<file path="config.mk">
export PLATFORM = sky130hd
export DESIGN_NAME = id_stage_pipe
export DESIGN_NICKNAME = d
export VERILOG_FILES = /design/src/rtl/id_stage_pipe_pkg.sv /design/src/rtl/id_fwd_sel.sv /design/src/rtl/id_stage_pipe.sv
export SDC_FILE = /design/constraint.sdc
export NUM_CORES = 1
export LEC_CHECK = 0
export ABC_AREA = 1
export CAP_MARGIN = 5
export CELL_PAD_IN_SITES_DETAIL_PLACEMENT = 1
export CELL_PAD_IN_SITES_GLOBAL_PLACEMENT = 2
export CORE_MARGIN = 4
export CORE_UTILIZATION = 20
export DETAILED_ROUTE_END_ITERATION = 16
export PLACE_DENSITY_LB_ADDON = 0.25
export SETUP_SLACK_MARGIN = 0.15
export SLEW_MARGIN = 10
export SYNTH_ARGS = -nofsm -noshare
export SYNTH_HDL_FRONTEND = slang
export SYNTH_HIERARCHICAL = 1
export SYNTH_SLANG_ARGS = --single-unit
</file>
<file path="constraint.sdc">
create_clock -name clk_i -period 2.7 [get_ports clk_i]
set_input_delay 0.405 -clock clk_i [delete_from_list [all_inputs] [get_ports clk_i]]
set_output_delay 0.405 -clock clk_i [all_outputs]
set_load 0.01 [all_outputs]
</file>
<file path="src/rtl/id_stage_pipe_pkg.sv">
// Shared decode constants and ALU encodings for the ID stage.
package id_stage_pipe_pkg;

  localparam logic [5:0] OpSpecial = 6'h00;
  localparam logic [5:0] OpAndi    = 6'h0c;
  localparam logic [5:0] OpOri     = 6'h0d;
  localparam logic [5:0] OpXori    = 6'h0e;
  localparam logic [5:0] OpLui     = 6'h0f;
  localparam logic [5:0] OpPref    = 6'h33;

  localparam logic [5:0] FnSll  = 6'h00;
  localparam logic [5:0] FnSrl  = 6'h02;
  localparam logic [5:0] FnSra  = 6'h03;
  localparam logic [5:0] FnSllv = 6'h04;
  localparam logic [5:0] FnSrlv = 6'h06;
  localparam logic [5:0] FnSrav = 6'h07;
  localparam logic [5:0] FnSync = 6'h0f;
  localparam logic [5:0] FnAnd  = 6'h24;
  localparam logic [5:0] FnOr   = 6'h25;
  localparam logic [5:0] FnXor  = 6'h26;
  localparam logic [5:0] FnNor  = 6'h27;

  typedef enum logic [7:0] {
    AluNop  = 8'h00,
    AluSrl  = 8'h02,
    AluSra  = 8'h03,
    AluSllv = 8'h04,
    AluSrlv = 8'h06,
    AluSrav = 8'h07,
    AluAnd  = 8'h24,
    AluOr   = 8'h25,
    AluXor  = 8'h26,
    AluNor  = 8'h27,
    AluSll  = 8'h7c
  } alu_op_e;

  typedef enum logic [2:0] {
    SelNop   = 3'b000,
    SelLogic = 3'b001,
    SelShift = 3'b010
  } alu_sel_e;

endpackage

</file>
<file path="src/rtl/id_fwd_sel.sv">
// Operand resolver: immediate, r0, youngest matching forward port, else regfile data.
module id_fwd_sel
  import id_stage_pipe_pkg::*;
#(
  parameter int unsigned DATA_W    = 32,
  parameter int unsigned REG_AW    = 5,
  parameter int unsigned FWD_PORTS = 2
) (
  input  logic                        re_i,
  input  logic [REG_AW-1:0]           ra_i,
  input  logic [DATA_W-1:0]           imm_i,
  input  logic [DATA_W-1:0]           rf_rd_i,
  input  logic [FWD_PORTS-1:0]        fwd_we_i,
  input  logic [FWD_PORTS-1:0]        fwd_pend_i,
  input  logic [FWD_PORTS*REG_AW-1:0] fwd_addr_i,
  input  logic [FWD_PORTS*DATA_W-1:0] fwd_data_i,
  output logic [DATA_W-1:0]           data_o,
  output logic                        pend_o
);

  always_comb begin
    data_o = rf_rd_i;
    pend_o = 1'b0;
    if (!re_i) begin
      data_o = imm_i;
    end else if (ra_i == '0) begin
      data_o = '0;
    end else begin
      // Walk oldest to youngest so the lowest matching index wins.
      for (int i = int'(FWD_PORTS) - 1; i >= 0; i--) begin
        if (fwd_we_i[i] && fwd_addr_i[i*REG_AW +: REG_AW] == ra_i) begin
          data_o = fwd_data_i[i*DATA_W +: DATA_W];
          pend_o = fwd_pend_i[i];
        end
      end
    end
  end

endmodule

</file>
<file path="src/rtl/id_stage_pipe.sv">
// Decode stage with registered ID/EX boundary, forwarding and load-hazard stall.
// Optional ID_ILLEGAL_EN adds the registered illegal-instruction flag.
module id_stage_pipe
  import id_stage_pipe_pkg::*;
#(
  parameter int unsigned DATA_W    = 32,
  parameter int unsigned REG_AW    = 5,
  parameter int unsigned FWD_PORTS = 2
) (
  input  logic                        clk_i,
  input  logic                        rst_ni,
  input  logic                        in_valid_i,
  output logic                        in_ready_o,
  input  logic [31:0]                 pc_i,
  input  logic [31:0]                 inst_i,
  input  logic                        flush_i,
  output logic                        rf_re1_o,
  output logic                        rf_re2_o,
  output logic [REG_AW-1:0]           rf_ra1_o,
  output logic [REG_AW-1:0]           rf_ra2_o,
  input  logic [DATA_W-1:0]           rf_rd1_i,
  input  logic [DATA_W-1:0]           rf_rd2_i,
  input  logic [FWD_PORTS-1:0]        fwd_we_i,
  input  logic [FWD_PORTS-1:0]        fwd_pend_i,
  input  logic [FWD_PORTS*REG_AW-1:0] fwd_addr_i,
  input  logic [FWD_PORTS*DATA_W-1:0] fwd_data_i,
  output logic                        out_valid_o,
  input  logic                        out_ready_i,
  output logic [31:0]                 out_pc_o,
  output alu_op_e                     alu_op_o,
  output alu_sel_e                    alu_sel_o,
  output logic [DATA_W-1:0]           src1_o,
  output logic [DATA_W-1:0]           src2_o,
  output logic [REG_AW-1:0]           des_addr_o,
  output logic                        des_exist_o,
  output logic                        illegal_o
);

  logic [5:0]  opc, fn;
  logic [4:0]  rs, rt, rd, sa;
  logic [15:0] imm16;

  assign opc   = inst_i[31:26];
  assign rs    = inst_i[25:21];
  assign rt    = inst_i[20:16];
  assign rd    = inst_i[15:11];
  assign sa    = inst_i[10:6];
  assign fn    = inst_i[5:0];
  assign imm16 = inst_i[15:0];

  alu_op_e           dec_op;
  alu_sel_e          dec_sel;
  logic              dec_re1, dec_re2, dec_we;
  logic [4:0]        dec_waddr;
  logic [DATA_W-1:0] dec_imm;
`ifdef ID_ILLEGAL_EN
  logic              dec_ill;
`endif

  always_comb begin
    dec_op    = AluNop;
    dec_sel   = SelNop;
    dec_re1   = 1'b0;
    dec_re2   = 1'b0;
    dec_we    = 1'b0;
    dec_waddr = '0;
    dec_imm   = '0;
`ifdef ID_ILLEGAL_EN
    dec_ill   = 1'b0;
`endif
    case (opc)
      OpSpecial: begin
        if (inst_i[31:21] == 11'd0 && (fn == FnSll || fn == FnSrl || fn == FnSra)) begin
          dec_re2   = 1'b1;
          dec_we    = 1'b1;
          dec_waddr = rd;
          dec_sel   = SelShift;
          dec_imm   = DATA_W'(sa);
          case (fn)
            FnSll:   dec_op = AluSll;
            FnSrl:   dec_op = AluSrl;
            default: dec_op = AluSra;
          endcase
        end else if (sa != 5'd0) begin
`ifdef ID_ILLEGAL_EN
          dec_ill = 1'b1;
`endif
        end else begin
          dec_re1   = 1'b1;
          dec_re2   = 1'b1;
          dec_we    = 1'b1;
          dec_waddr = rd;
          case (fn)
            FnAnd:  begin dec_op = AluAnd;  dec_sel = SelLogic; end
            FnOr:   begin dec_op = AluOr;   dec_sel = SelLogic; end
            FnXor:  begin dec_op = AluXor;  dec_sel = SelLogic; end
            FnNor:  begin dec_op = AluNor;  dec_sel = SelLogic; end
            FnSllv: begin dec_op = AluSllv; dec_sel = SelShift; end
            FnSrlv: begin dec_op = AluSrlv; dec_sel = SelShift; end
            FnSrav: begin dec_op = AluSrav; dec_sel = SelShift; end
            default: begin
              // sync and unknown functs both retire as a nop
              dec_re1   = 1'b0;
              dec_re2   = 1'b0;
              dec_we    = 1'b0;
              dec_waddr = '0;
`ifdef ID_ILLEGAL_EN
              dec_ill   = (fn != FnSync);
`endif
            end
          endcase
        end
      end
      OpAndi, OpOri, OpXori: begin
        dec_re1   = 1'b1;
        dec_we    = 1'b1;
        dec_waddr = rt;
        dec_sel   = SelLogic;
        dec_imm   = DATA_W'(imm16);
        case (opc)
          OpAndi:  dec_op = AluAnd;
          OpOri:   dec_op = AluOr;
          default: dec_op = AluXor;
        endcase
      end
      OpLui: begin
        dec_re1   = 1'b1;
        dec_we    = 1'b1;
        dec_waddr = rt;
        dec_sel   = SelLogic;
        dec_op    = AluOr;
        dec_imm   = DATA_W'({imm16, 16'h0000});
      end
      OpPref: ;
      default: begin
`ifdef ID_ILLEGAL_EN
        dec_ill = 1'b1;
`endif
      end
    endcase
  end

  assign rf_re1_o = dec_re1;
  assign rf_re2_o = dec_re2;
  assign rf_ra1_o = REG_AW'(rs);
  assign rf_ra2_o = REG_AW'(rt);

  logic [DATA_W-1:0] opnd1, opnd2;
  logic              pend1, pend2;

  id_fwd_sel #(
    .DATA_W   (DATA_W),
    .REG_AW   (REG_AW),
    .FWD_PORTS(FWD_PORTS)
  ) u_sel1 (
    .re_i      (dec_re1),
    .ra_i      (rf_ra1_o),
    .imm_i     (dec_imm),
    .rf_rd_i   (rf_rd1_i),
    .fwd_we_i  (fwd_we_i),
    .fwd_pend_i(fwd_pend_i),
    .fwd_addr_i(fwd_addr_i),
    .fwd_data_i(fwd_data_i),
    .data_o    (opnd1),
    .pend_o    (pend1)
  );

  id_fwd_sel #(
    .DATA_W   (DATA_W),
    .REG_AW   (REG_AW),
    .FWD_PORTS(FWD_PORTS)
  ) u_sel2 (
    .re_i      (dec_re2),
    .ra_i      (rf_ra2_o),
    .imm_i     (dec_imm),
    .rf_rd_i   (rf_rd2_i),
    .fwd_we_i  (fwd_we_i),
    .fwd_pend_i(fwd_pend_i),
    .fwd_addr_i(fwd_addr_i),
    .fwd_data_i(fwd_data_i),
    .data_o    (opnd2),
    .pend_o    (pend2)
  );

  logic              valid_q, valid_d;
  logic [31:0]       pc_q, pc_d;
  alu_op_e           op_q, op_d;
  alu_sel_e          sel_q, sel_d;
  logic [DATA_W-1:0] src1_q, src1_d, src2_q, src2_d;
  logic [REG_AW-1:0] daddr_q, daddr_d;
  logic              dexist_q, dexist_d;
  logic              hz, adv, accept;

  assign hz         = pend1 | pend2;
  assign adv        = ~valid_q | out_ready_i;
  // A flush drops the offered op, so the stage may always take it that cycle.
  assign in_ready_o = rst_ni & (flush_i | (~hz & adv));
  assign accept     = in_valid_i & in_ready_o & ~flush_i;

  always_comb begin
    valid_d  = valid_q;
    pc_d     = pc_q;
    op_d     = op_q;
    sel_d    = sel_q;
    src1_d   = src1_q;
    src2_d   = src2_q;
    daddr_d  = daddr_q;
    dexist_d = dexist_q;
    if (flush_i) begin
      valid_d = 1'b0;
    end else if (accept) begin
      valid_d  = 1'b1;
      pc_d     = pc_i;
      op_d     = dec_op;
      sel_d    = dec_sel;
      src1_d   = opnd1;
      src2_d   = opnd2;
      daddr_d  = REG_AW'(dec_waddr);
      dexist_d = dec_we & (dec_waddr != 5'd0);
    end else if (adv) begin
      valid_d = 1'b0;
    end
  end

  always_ff @(posedge clk_i) begin
    if (!rst_ni) begin
      valid_q  <= 1'b0;
      pc_q     <= '0;
      op_q     <= AluNop;
      sel_q    <= SelNop;
      src1_q   <= '0;
      src2_q   <= '0;
      daddr_q  <= '0;
      dexist_q <= 1'b0;
    end else begin
      valid_q  <= valid_d;
      pc_q     <= pc_d;
      op_q     <= op_d;
      sel_q    <= sel_d;
      src1_q   <= src1_d;
      src2_q   <= src2_d;
      daddr_q  <= daddr_d;
      dexist_q <= dexist_d;
    end
  end

`ifdef ID_ILLEGAL_EN
  logic ill_q, ill_d;

  always_comb begin
    ill_d = ill_q;
    if (!flush_i && accept) ill_d = dec_ill;
  end

  always_ff @(posedge clk_i) begin
    if (!rst_ni) ill_q <= 1'b0;
    else         ill_q <= ill_d;
  end

  assign illegal_o = ill_q;
`else
  assign illegal_o = 1'b0;
`endif

  assign out_valid_o = valid_q;
  assign out_pc_o    = pc_q;
  assign alu_op_o    = op_q;
  assign alu_sel_o   = sel_q;
  assign src1_o      = src1_q;
  assign src2_o      = src2_q;
  assign des_addr_o  = daddr_q;
  assign des_exist_o = dexist_q;

endmodule
</file>
==> results of run 1 <==
-- through the flow --
| stage | hold WS [ps] | total power [mW] | std cells | worst slack (ps) | area, um^2 |
|---|---|---|---|---|---|
| after floorplan | 482 | 2.12 | 1292 | 153 | 7530 |
| after global placement | 447 | 2.76 | 2071 | -636 | 11600 |
| after detailed placement | 453 | 2.78 | 2071 | -709 | 11600 |
| after CTS | 433 | 4.32 | 2096 | 88.1 | 12100 |
| after global routing | 440 | 4.49 | 2120 | 117 | 12400 |
| final | 441 | 4.29 | 2120 | 234 | 12400 |
-- synthesized netlist by cell type --
master	instances	area [um^2]
sky130_fd_sc_hd__nor2_4	9	101
sky130_fd_sc_hd__nor2_1	180	676
sky130_fd_sc_hd__a31oi_1	6	37.5
sky130_fd_sc_hd__nor3_2	1	10.0
sky130_fd_sc_hd__o211ai_1	4	30.0
sky130_fd_sc_hd__nand3b_1	2	15.0
sky130_fd_sc_hd__nand2_2	1	6.26
sky130_fd_sc_hd__inv_2	12	45.0
sky130_fd_sc_hd__nand2_1	533	2000
sky130_fd_sc_hd__a21oi_2	1	8.76
sky130_fd_sc_hd__a21oi_1	8	40.0
sky130_fd_sc_hd__buf_6	11	124
sky130_fd_sc_hd__o21bai_1	2	15.0
sky130_fd_sc_hd__nor3_1	2	10.0
sky130_fd_sc_hd__o22ai_1	5	31.3
sky130_fd_sc_hd__nand2_4	2	22.5
sky130_fd_sc_hd__clkinv_1	2	7.51
sky130_fd_sc_hd__o21ai_1	25	125
sky130_fd_sc_hd__nand3_1	80	400
sky130_fd_sc_hd__nor2_2	4	25.0
sky130_fd_sc_hd__o21ai_2	1	8.76
sky130_fd_sc_hd__conb_1	1	3.75
sky130_fd_sc_hd__nand3_4	2	35.0
sky130_fd_sc_hd__inv_1	42	158
sky130_fd_sc_hd__dfxtp_1	110	2200
sky130_fd_sc_hd__o31ai_1	1	7.51
sky130_fd_sc_hd__clkbuf_1	20	75.1
sky130_fd_sc_hd__nand3_2	2	20.0
sky130_fd_sc_hd__buf_2	45	225
sky130_fd_sc_hd__o21ai_0	81	405
sky130_fd_sc_hd__nand4_1	69	432
sky130_fd_sc_hd__buf_4	26	195
-- area by class of cell --
type / instances / area (um^2)
antenna: 4 / 10.0
clock buffer: 10 / 229
clock inverter: 5 / 85.1
fill: 4698 / 24400
inverter: 56 / 218
multi-input combinational: 1024 / 4630
sequential: 110 / 2200
tap: 468 / 586
timing repair buffer: 443 / 4450
-- worst min-delay path by stage --
stage	startpoint	to	slack, ps	cells after the start
CTS	rst_ni	des_exist_o	430	3
finish	rst_ni	des_exist_o	440	3
detailed placement	out_pc_o[0]	out_pc_o[0]	450	2
floorplan	src2_o[28]	src2_o[28]	480	2
global route	rst_ni	des_exist_o	440	3
global placement	out_pc_o[2]	out_pc_o[2]	450	2
-- tightest hold or removal path, cell delays in order --
cell and delay [ps]:
sky130_fd_sc_hd__buf_4 150, sky130_fd_sc_hd__inv_2 160, sky130_fd_sc_hd__a21oi_2 40
-- cell usage in the layout, fill, tap and decap left out, types with 28 or more instances in the layout --
cell | Yosys | layout
sky130_fd_sc_hd__nor2_1 | 180 | 169
sky130_fd_sc_hd__o21ai_0 | 81 | 75
sky130_fd_sc_hd__inv_1 | 42 | 38
sky130_fd_sc_hd__nand3_1 | 80 | 76
sky130_fd_sc_hd__nand2_1 | 533 | 530
sky130_fd_sc_hd__o21ai_1 | 25 | 28
sky130_fd_sc_hd__dfxtp_1 | 110 | 110
sky130_fd_sc_hd__nand4_1 | 69 | 69
sky130_fd_sc_hd__clkdlybuf4s50_1 | 0 | 300
sky130_fd_sc_hd__buf_4 | 26 | 83
-- registers in the layout (all words and copies together), names as in the netlist --
| name | cells |
|---|---|
| out_pc_o | 32 |
| src1_o | 32 |
| src2_o | 32 |
| alu_op_o | 5 |
| des_addr_o | 5 |
| alu_sel_o | 2 |
| des_exist_o | 1 |
| out_valid_o | 1 |
-- per-layer routing --
layer | routed length (um) | up-vias | part of all wire | track usage
met4 | 737 | 4 | 0.017 | 0.0454
met2 | 20900 | 269 | 0.48 | 0.337
met1 | 19400 | 4561 | 0.45 | 0.261
met5 | 27 | - | 0.00062 | 0
met3 | 2260 | 37 | 0.052 | 0.0403
li1 | - | 4836 | - | -
-- kinds of logic after synthesis --
kind of cell           after synthesis
other                                1
buffers and inverters              158
AOI/OAI and AO/OA                  134
and+or+nand+nor                    887
DFF                                110
-- where the power goes --
part	internal, mW	switching (mW)	total, mW
Combinational	0.548	0.570	1.12
Sequential	1.66	0.0208	1.68
Clock	0.814	0.674	1.49
-- timing repair --
action,in CTS,in global routing
resized for setup,67,78
setup endpoints to repair,113,112
pin swaps,20,29
gates cloned,2,10
setup buffers,8,10
==> impl_metrics.py, run 1 <==
metrics = {
    "die": {
        "initial_core_util": 0.204,
        "die_x_um": 202,
        "floorplan.die.height_um": 202,
        "pin_count": 339,
        "die_area_um2": 40700,
        "row_count": 70,
        "fp.coreArea_um2": 36800,
    },
    "logic_synthesis": {
        "synth_compound_area_frac": 0.0946,
        "post_synth_fa_ha_maj_area_fraction": 0,
        "synth.yosys.seq_area_share": 0.294,
        "synth.area.mux_share": 0,
        "number_of_register_bits_inferred_by_synthesis": 110,
        "synth_top_family_by_area": "simple AND/OR/NAND/NOR gates",
        "post_synth_and_or_nand_nor_area_fraction": 0.501,
        "synth_area_per_cell_um2": 5.81,
        "syn_area_um2": 7500,
        "synthDistinctLibCells": 32,
        "ys_warn_count": 6,
        "synth_xor_area_frac": 0,
        "syn-instance-count": 1290,
    },
    "finish": {
        "finalCoreUtilization": 0.337,
        "final_net_count": 1855,
        "post_route_cells_drive_above_1_share": 0.126,
        "area_growth_pct": 65.5,
    },
    "setup_path": {
        "critPathLaunchType": "input port",
        "r2r.worst_path.cells": 11,
        "crit_path_cell_trace": "clkbuf_2 > nor2_2 > nand3_4 > nor2_4 > nor2_4 > o31ai_4 > o21ai_4 > o21bai_4 > a21oi_2 > nor3_2 > nor2_1 > nor2_2 > buf_2",
        "worst_setup_path_endpoint": "in_ready_o",
        "cp_slowest_stage_delay_ps": 240,
        "timing.critical_path.from": "inst_i[6]",
        "crit_buf_inv": 2,
        "worst_path_dominant_cell_family": "simple AND/OR/NAND/NOR gates",
        "worst-path-max-fanout": 3,
        "cell_count_along_the_critical_path": 13,
        "required_ps": 2300,
        "cp_data_arrival_time_ps": 2060,
        "cp_slowest_cell": "sky130_fd_sc_hd__o31ai_4",
        "critPathCaptureType": "output pin",
        "rrSetupSlack_ps": 950,
        "reg2reg_to": "src2_o[6]",
        "worst-setup-path-type": "input port to output pin",
        "critical_path.reg2reg.startpoint": "out_valid_o",
    },
    "drt": {
        "route.detailed.drc": 0,
        "post_drt_via_cell_ratio": 4.58,
        "drt_iter0_drc": 501,
        "wire_length_after_detailed_routing_mm": 43.4,
        "dr.pass1.iters": 5,
        "dr_total_vias": 9707,
        "number_of_nets_with_antenna_violations_after_detailed_routing": 0,
        "wire_per_inst_um": 20.5,
    },
    "global_routing": {
        "groute.usage.overall": 0.199,
        "grt_overflow": 0,
        "grt_start_max_net_pins": 106,
        "first_global_vias": 10100,
        "grt_first_pass_wirelength_mm": 63.0,
        "initial_antenna_violation_count": 6,
    },
    "pwr": {
        "power.ir.vdd_worst_mv": 0.232,
        "power_density_over_the_cells_nw_per_um2": 345,
        "power_leakage_nw": 5.43,
    },
    "flow_run": {
        "maxCapViolCount": 0,
    },
    "worst_hold_path": {
        "holdCritPathClass": "input port to flip-flop",
    },
    "clock_tree": {
        "cts_buffers": 9,
        "htree_num_levels": 3,
        "clock_insertion_delay_worst_skew_ps": 370,
        "clkSinkCount": 110,
        "clk_transition_reported_paths_ps": 80,
        "ctsRootBufferMaster": "sky130_fd_sc_hd__clkbuf_16",
        "cts-root-to-sink-buffers": 2,
        "cts.hold.buffers_added": 0,
        "clock_tree_from_tritoncts": "built",
    },
    "sta": {
        "finalClockSkew_ps": 11.5,
        "fin_crit_sh": 0.913,
        "setup_violations": 0,
        "timing.max_slew.rel_slack": 0.620,
        "rsz0062_at_grt": "yes",
        "timing.final.hold_violations": 0,
        "max_freq_ghz": 0.405,
        "finalSetupTns_ps": 0,
        "max_slew.worst_pin.slew_ps": 569,
        "period_needed_ps": 2470,
        "max_slew_violation_total_from_the_final_report": 0,
    },
    "place": {
        "detailed_place_hpwl_mm": 30.4,
        "port-buffer-count": 335,
        "finalWeightedCongestion": 0.823,
    },
    "outcome": {
        "outcome": "finished, final reports clean",
    },
}
No activity file was read; power rests on OpenSTA's default activity.
==> run 2, diff against run 1 <==
==> constraint.sdc (replaced) <==
create_clock -name clk_i -period 2.28 [get_ports clk_i]
set_input_delay 0.342 -clock clk_i [delete_from_list [all_inputs] [get_ports clk_i]]
set_output_delay 0.342 -clock clk_i [all_outputs]
set_load 0.01 [all_outputs]
==> run 2 against run 1 <==
Net effect: the flow now finishes with violations (setup timing); largest cell class unchanged; via count grew 2.0%; register-to-register slack lost 600 ps; clock skew shrank 5.1 ps; clock-buffer cell count is the same; flip-flop and latch count is the same; setup slack lost 460 ps; clock power grew 9%; worst hold slack lost 110 ps; sequential share of layout area shrank 1.0 points; non-clock buffer count grew 21.
==> impl_metrics.py, run 2 (synthesis results as in run 1) <==
metrics = {
    "outcome": {
        "outcome": "complete, but fails checks",
        "violations": "setup timing",
    },
    "clock_tree": {
        "cts-root-to-sink-buffers": 2,
        "htree_num_levels": 3,
        "clock_insertion_delay_worst_skew_ps": 370,
        "clk_transition_reported_paths_ps": 80,
        "clock_tree_from_tritoncts": "built",
        "ctsRootBufferMaster": "sky130_fd_sc_hd__clkbuf_16",
        "cts_buffers": 9,
        "clkSinkCount": 110,
    },
    "global_routing": {
        "first_global_vias": 10400,
        "grt_overflow": 0,
        "grt_start_max_net_pins": 106,
        "initial_antenna_violation_count": 4,
        "groute.usage.overall": 0.208,
        "grt_first_pass_wirelength_mm": 65.4,
    },
    "setup_path": {
        "critPathLaunchType": "input port",
        "cp_data_arrival_time_ps": 2770,
        "crit_path_cell_trace": "buf_8 > buf_12 > inv_12 > o211ai_1 > inv_1 > nand2_4 > buf_6 > nand2_4 > nand2_4 > inv_4 > o21ai_4 > o21bai_4 > a21oi_2 > nor3_2 > nor2_1 > nor2_2 > nand2_2 > nor2_4 > clkbuf_16 > buf_12 > clkbuf_16 > a31oi_1",
        "worst_path_dominant_cell_family": "simple AND/OR/NAND/NOR gates",
        "cp_slowest_cell": "sky130_fd_sc_hd__nor2_4",
        "critPathCaptureType": "flip-flop",
        "cp_slowest_stage_delay_ps": 250,
        "r2r.worst_path.cells": 11,
        "worst-setup-path-type": "input port to flip-flop",
        "critical_path.most_common_cell": "sky130_fd_sc_hd__nand2_4",
        "cell_count_along_the_critical_path": 22,
        "required_ps": 2550,
        "worst-path-max-fanout": 7,
        "crit_buf_inv": 9,
    },
    "drt": {
        "number_of_nets_with_antenna_violations_after_detailed_routing": 0,
        "wire_per_inst_um": 20.8,
        "wire_length_after_detailed_routing_mm": 44.5,
        "post_drt_via_cell_ratio": 4.63,
        "dr.pass1.iters": 4,
        "drt_iter0_drc": 382,
        "dr_total_vias": 9902,
        "route.detailed.drc": 0,
    },
    "finish": {
        "most_common_cell_after_layout_fill_and_taps_aside": "sky130_fd_sc_hd__nand2_1",
        "finalCoreUtilization": 0.358,
        "post_route_cells_drive_above_1_share": 0.183,
        "layout.cell_area.non_filler_um2": 13200,
        "final_net_count": 1876,
        "most-common-layout-cells": "sky130_fd_sc_hd__nand2_1, sky130_fd_sc_hd__clkdlybuf4s50_1, sky130_fd_sc_hd__nor2_1",
        "area_growth_pct": 75.6,
    },
    "sta": {
        "setup_slack_ps": -229,
        "max_slew.worst_pin.slew_ps": 818,
        "timing.max_slew.rel_slack": 0.455,
        "setup_violations": 111,
        "fin_crit_sh": 1.10,
        "period_needed_ps": 2510,
        "rsz0062_at_grt": "yes",
        "max_freq_ghz": 0.399,
        "finalClockSkew_ps": 6.40,
        "timing.final.hold_violations": 0,
        "max_slew_violation_total_from_the_final_report": 0,
    },
    "worst_hold_path": {
        "holdCritPathClass": "input port to flip-flop",
        "hold_path_depth": 4,
    },
    "die": {
        "row_count": 70,
        "floorplan.die.height_um": 202,
        "initial_core_util": 0.204,
        "die_area_um2": 40700,
        "die_x_um": 202,
        "pin_count": 339,
        "fp.coreArea_um2": 36800,
    },
    "pwr": {
        "p_seq_frac": 0.395,
        "design_power_total_mw": 5.04,
        "combinationalPowerShare": 0.284,
        "p_sw_frac": 0.315,
        "clock_power_share": 0.321,
        "power_density_over_the_cells_nw_per_um2": 383,
        "cellInternalPower_mw": 3.45,
        "power.ir.vdd_worst_mv": 0.257,
        "power_leakage_nw": 5.78,
        "total_switching_power_mw": 1.59,
    },
    "place": {
        "detailed_place_hpwl_mm": 30.5,
        "postPlaceCellArea_um2": 11800,
        "finalWeightedCongestion": 0.818,
        "port-buffer-count": 335,
        "pre_cts_slack_ps": -1070,
    },
    "flow_run": {
        "maxCapViolCount": 0,
    },
}
## run 2: cell types whose count changed in the layout (fill, tap and decap cells not counted), sizes merged
| cell | previous run | this run |
|---|---|---|
| clkinvlp | 1 | 0 |
| dlymetal6s2s | 8 | 0 |
| buf | 107 | 134 |
| clkdlybuf4s50 | 300 | 299 |
| clkinv | 4 | 7 |
| dlygate4sd2 | 3 | 14 |
| inv | 54 | 55 |
| bufinv | 2 | 0 |
| clkbuf | 34 | 22 |
| diode | 4 | 1 |
| clkdlybuf4s15 | 1 | 5 |
## run 2: final cells by class
class	instances	area, um^2
fill	4579	23600
antenna	1	2.50
multi-input combinational	1024	4980
tap	468	586
timing repair buffer	464	4870
sequential	110	2200
clock buffer	10	239
clock inverter	6	45.0
inverter	56	245
## run 2: worst paths after layout
path / start / end / slack [ps]
min: inst_i[2] / alu_op_o[4] / 330
max reg2reg: out_valid_o / alu_sel_o[0] / 350
max: inst_i[0] / alu_sel_o[0] / -230
min reg2reg: out_pc_o[17] / out_pc_o[17] / 460
## run 2: per-stage QoR
step,cells,setup TNS (ps),hold WS [ps]
2_1_floorplan,1292,-8340,421
3_3_place_gp,2083,-98400,447
3_5_place_dp,2083,-109200,452
4_1_cts,2128,-12860,344
5_1_grt,2139,-30300,356
6_report,2139,-18570,333
## run 2: worst register-to-register path: stages (launching register included)
cell and delay (ps):
sky130_fd_sc_hd__dfxtp_1 320, sky130_fd_sc_hd__inv_1 50, sky130_fd_sc_hd__nor2_1 80, sky130_fd_sc_hd__nor3_2 180, sky130_fd_sc_hd__nor2_1 80, sky130_fd_sc_hd__nor2_2 170, sky130_fd_sc_hd__nand2_2 90, sky130_fd_sc_hd__nor2_4 250
sky130_fd_sc_hd__clkbuf_16 240, sky130_fd_sc_hd__buf_12 120, sky130_fd_sc_hd__clkbuf_16 160, sky130_fd_sc_hd__a31oi_1 70
## run 2: repair_timing
item	in CTS	in global routing
pin swaps	30	14
resized for setup	127	113
gates cloned	13	5
setup endpoints to repair	113	113
hold buffers	0	0
hold endpoints to repair	0	0
setup buffers	16	5
## run 2: per-layer routing
| layer | wire length, um | part of all wire | GRT usage |
|---|---|---|---|
| met5 | 41 | 0.00092 | 0 |
| met4 | 657 | 0.015 | 0.0471 |
| met3 | 1830 | 0.041 | 0.0369 |
| met2 | 22000 | 0.49 | 0.366 |
| met1 | 20100 | 0.45 | 0.266 |
## run 2: power groups by stage
stage	logic (mW)	registers, mW	clock network [mW]
floorplan	0.480	2.06	0
global placement	1.27	2.04	0
detailed placement	1.28	2.04	0
CTS	1.39	1.99	1.68
global route	1.53	2.00	1.74
finish	1.43	1.99	1.62
==> run 3, diff against run 2 <==
--- a/config.mk
+++ b/config.mk
@@ -19,3 +19,4 @@
 export SYNTH_HDL_FRONTEND = slang
 export SYNTH_HIERARCHICAL = 1
 export SYNTH_SLANG_ARGS = --single-unit
+export TNS_END_PERCENT = 10
==> run 3 against run 2 <==
Net effect: the flow still finishes with violations (setup timing); non-clock buffer count is 8 lower; first-iteration DRC count is 1.6% lower; via count is 1.7% lower; die area stayed put; critical endpoint is now in_ready_o; largest cell class unchanged; largest power group unchanged; highest routed layer unchanged.
==> impl_metrics.py, run 3 (synthesis results as in run 1) <==
metrics = {
    "drt": {
        "dr_total_vias": 9732,
        "wire_per_inst_um": 19.9,
        "dr.pass1.iters": 5,
        "drt_iter0_drc": 376,
        "route.detailed.drc": 0,
        "post_drt_via_cell_ratio": 4.56,
        "number_of_nets_with_antenna_violations_after_detailed_routing": 0,
        "wire_length_after_detailed_routing_mm": 42.4,
    },
    "finish": {
        "finalCoreUtilization": 0.352,
        "layout.cell_area.non_filler_um2": 12900,
        "final_cells": 2135,
        "most-common-layout-cells": "sky130_fd_sc_hd__nand2_1, sky130_fd_sc_hd__clkdlybuf4s50_1, sky130_fd_sc_hd__nor2_1",
        "post_route_cells_drive_above_1_share": 0.176,
        "final_net_count": 1868,
        "area_growth_pct": 72.6,
        "most_common_cell_after_layout_fill_and_taps_aside": "sky130_fd_sc_hd__nand2_1",
    },
    "clock_tree": {
        "clock_insertion_delay_worst_skew_ps": 380,
        "cts-root-to-sink-buffers": 2,
        "cts.hold.buffers_added": 0,
        "ctsRootBufferMaster": "sky130_fd_sc_hd__clkbuf_16",
        "htree_num_levels": 3,
        "clk_transition_reported_paths_ps": 80,
        "cts_buffers": 9,
        "clock_tree_from_tritoncts": "built",
        "clkSinkCount": 110,
    },
    "place": {
        "detailed_place_hpwl_mm": 30.8,
        "finalWeightedCongestion": 0.785,
        "pre_cts_slack_ps": -947,
        "port-buffer-count": 335,
        "postPlaceCellArea_um2": 11800,
        "place_inst": 2084,
    },
    "global_routing": {
        "grt_first_pass_wirelength_mm": 64.0,
        "grt_overflow": 0,
        "initial_antenna_violation_count": 6,
        "groute.usage.overall": 0.203,
        "grt_start_max_net_pins": 106,
        "first_global_vias": 10300,
    },
    "die": {
        "fp.coreArea_um2": 36800,
        "floorplan.die.height_um": 202,
        "die_area_um2": 40700,
        "pin_count": 339,
        "initial_core_util": 0.204,
        "row_count": 70,
        "die_x_um": 202,
    },
    "worst_hold_path": {
        "hold_startpoint": "inst_i[2]",
        "holdCritPathClass": "input port to flip-flop",
    },
    "flow_run": {
        "maxCapViolCount": 0,
    },
    "setup_path": {
        "timing.critical_path.from": "inst_i[0]",
        "rrSetupSlack_ps": 520,
        "critPathCaptureType": "output pin",
        "worst-path-max-fanout": 3,
        "required_ps": 1940,
        "critical_path.reg2reg.startpoint": "out_valid_o",
        "worst-setup-path-type": "input port to output pin",
        "critPathLaunchType": "input port",
        "cp_data_arrival_time_ps": 2060,
    },
    "sta": {
        "finalClockSkew_ps": 12.3,
        "max_slew.worst_pin.slew_ps": 565,
        "period_needed_ps": 2400,
        "setup_slack_ps": -122,
        "max_freq_ghz": 0.416,
        "setup_violations": 65,
        "finalHoldWorstSlack_ps": 285,
        "max_slew_violation_total_from_the_final_report": 0,
        "rsz0062_at_grt": "yes",
        "timing.final.hold_violations": 0,
        "timing.max_slew.rel_slack": 0.623,
        "fin_crit_sh": 1.05,
    },
    "pwr": {
        "power_density_over_the_cells_nw_per_um2": 381,
        "power_leakage_nw": 5.70,
        "power.ir.vdd_worst_mv": 0.321,
    },
    "outcome": {
        "violations": "setup timing",
        "outcome": "complete, but fails checks",
    },
}
==> run 3: cell types whose count changed in the layout (fill, tap and decap cells not counted), moves of 7 or more <==
cell / previous run / this run
sky130_fd_sc_hd__o21ai_2: 34 / 26
sky130_fd_sc_hd__o21ai_1: 60 / 40
sky130_fd_sc_hd__buf_6: 6 / 16
sky130_fd_sc_hd__clkbuf_2: 7 / 0
sky130_fd_sc_hd__o21ai_0: 10 / 39
sky130_fd_sc_hd__buf_2: 6 / 16
==> run 3: metrics by stage <==
step / power [mW] / TNS, ps
after floorplan: 2.53 / -10360
after global placement: 3.28 / -96170
after detailed placement: 3.29 / -97010
after CTS: 4.98 / -90.1
after global routing: 5.18 / -18890
final: 4.93 / -3160
==> run 3: critical path, cell delays in order <==
cell and delay [ps]:
sky130_fd_sc_hd__buf_6 70, sky130_fd_sc_hd__buf_8 110, sky130_fd_sc_hd__inv_12 30, sky130_fd_sc_hd__o211ai_1 150, sky130_fd_sc_hd__inv_1 90, sky130_fd_sc_hd__nand2_4 100, sky130_fd_sc_hd__inv_4 40, sky130_fd_sc_hd__o31ai_4 310
sky130_fd_sc_hd__o21ai_4 100, sky130_fd_sc_hd__o21bai_1 170, sky130_fd_sc_hd__a21oi_1 160, sky130_fd_sc_hd__nor3_2 70, sky130_fd_sc_hd__nor2_1 110, sky130_fd_sc_hd__nor2_2 60, sky130_fd_sc_hd__buf_2 150
==> run 3: path summary, 6_finish.rpt <==
check                     end  cells past startpoint
setup reg to reg  out_pc_o[2]                     11
hold reg to reg   out_pc_o[9]                      2
hold / removal    alu_op_o[4]                      4
setup / recovery   in_ready_o                     15
==> run 3: layout make-up <==
type	count	area, um^2
fillers	4600	23800
flip-flops and latches	110	2200
well taps	468	586
repair buffers	456	4690
clock inverters	5	35.0
multi-input cells	1024	4950
clock buffers	11	233
inverters	56	235
diodes	5	12.5
==> run 3: routing by layer <==
metal / wire, um / up-vias / GRT usage
met3: 1830 / 44 / 0.0372
met2: 20400 / 242 / 0.345
met4: 908 / 4 / 0.0605
li1: - / 4872 / -
met1: 19200 / 4570 / 0.262
met5: 27 / - / 0
==> run 3: where the power goes <==
group | leakage [nW] | switching (mW) | internal, mW | total (mW)
registers | 0.892 | 0.0248 | 1.97 | 1.99
logic | 4.68 | 0.694 | 0.692 | 1.39
clock network | 0.130 | 0.809 | 0.747 | 1.56
==> run 3: timing repair <==
action	4_1_cts	5_1_grt
gates resized for setup	225	82
pin swaps	51	15
setup endpoints to repair	113	112
buffers inserted	15	5
cloned	9	2
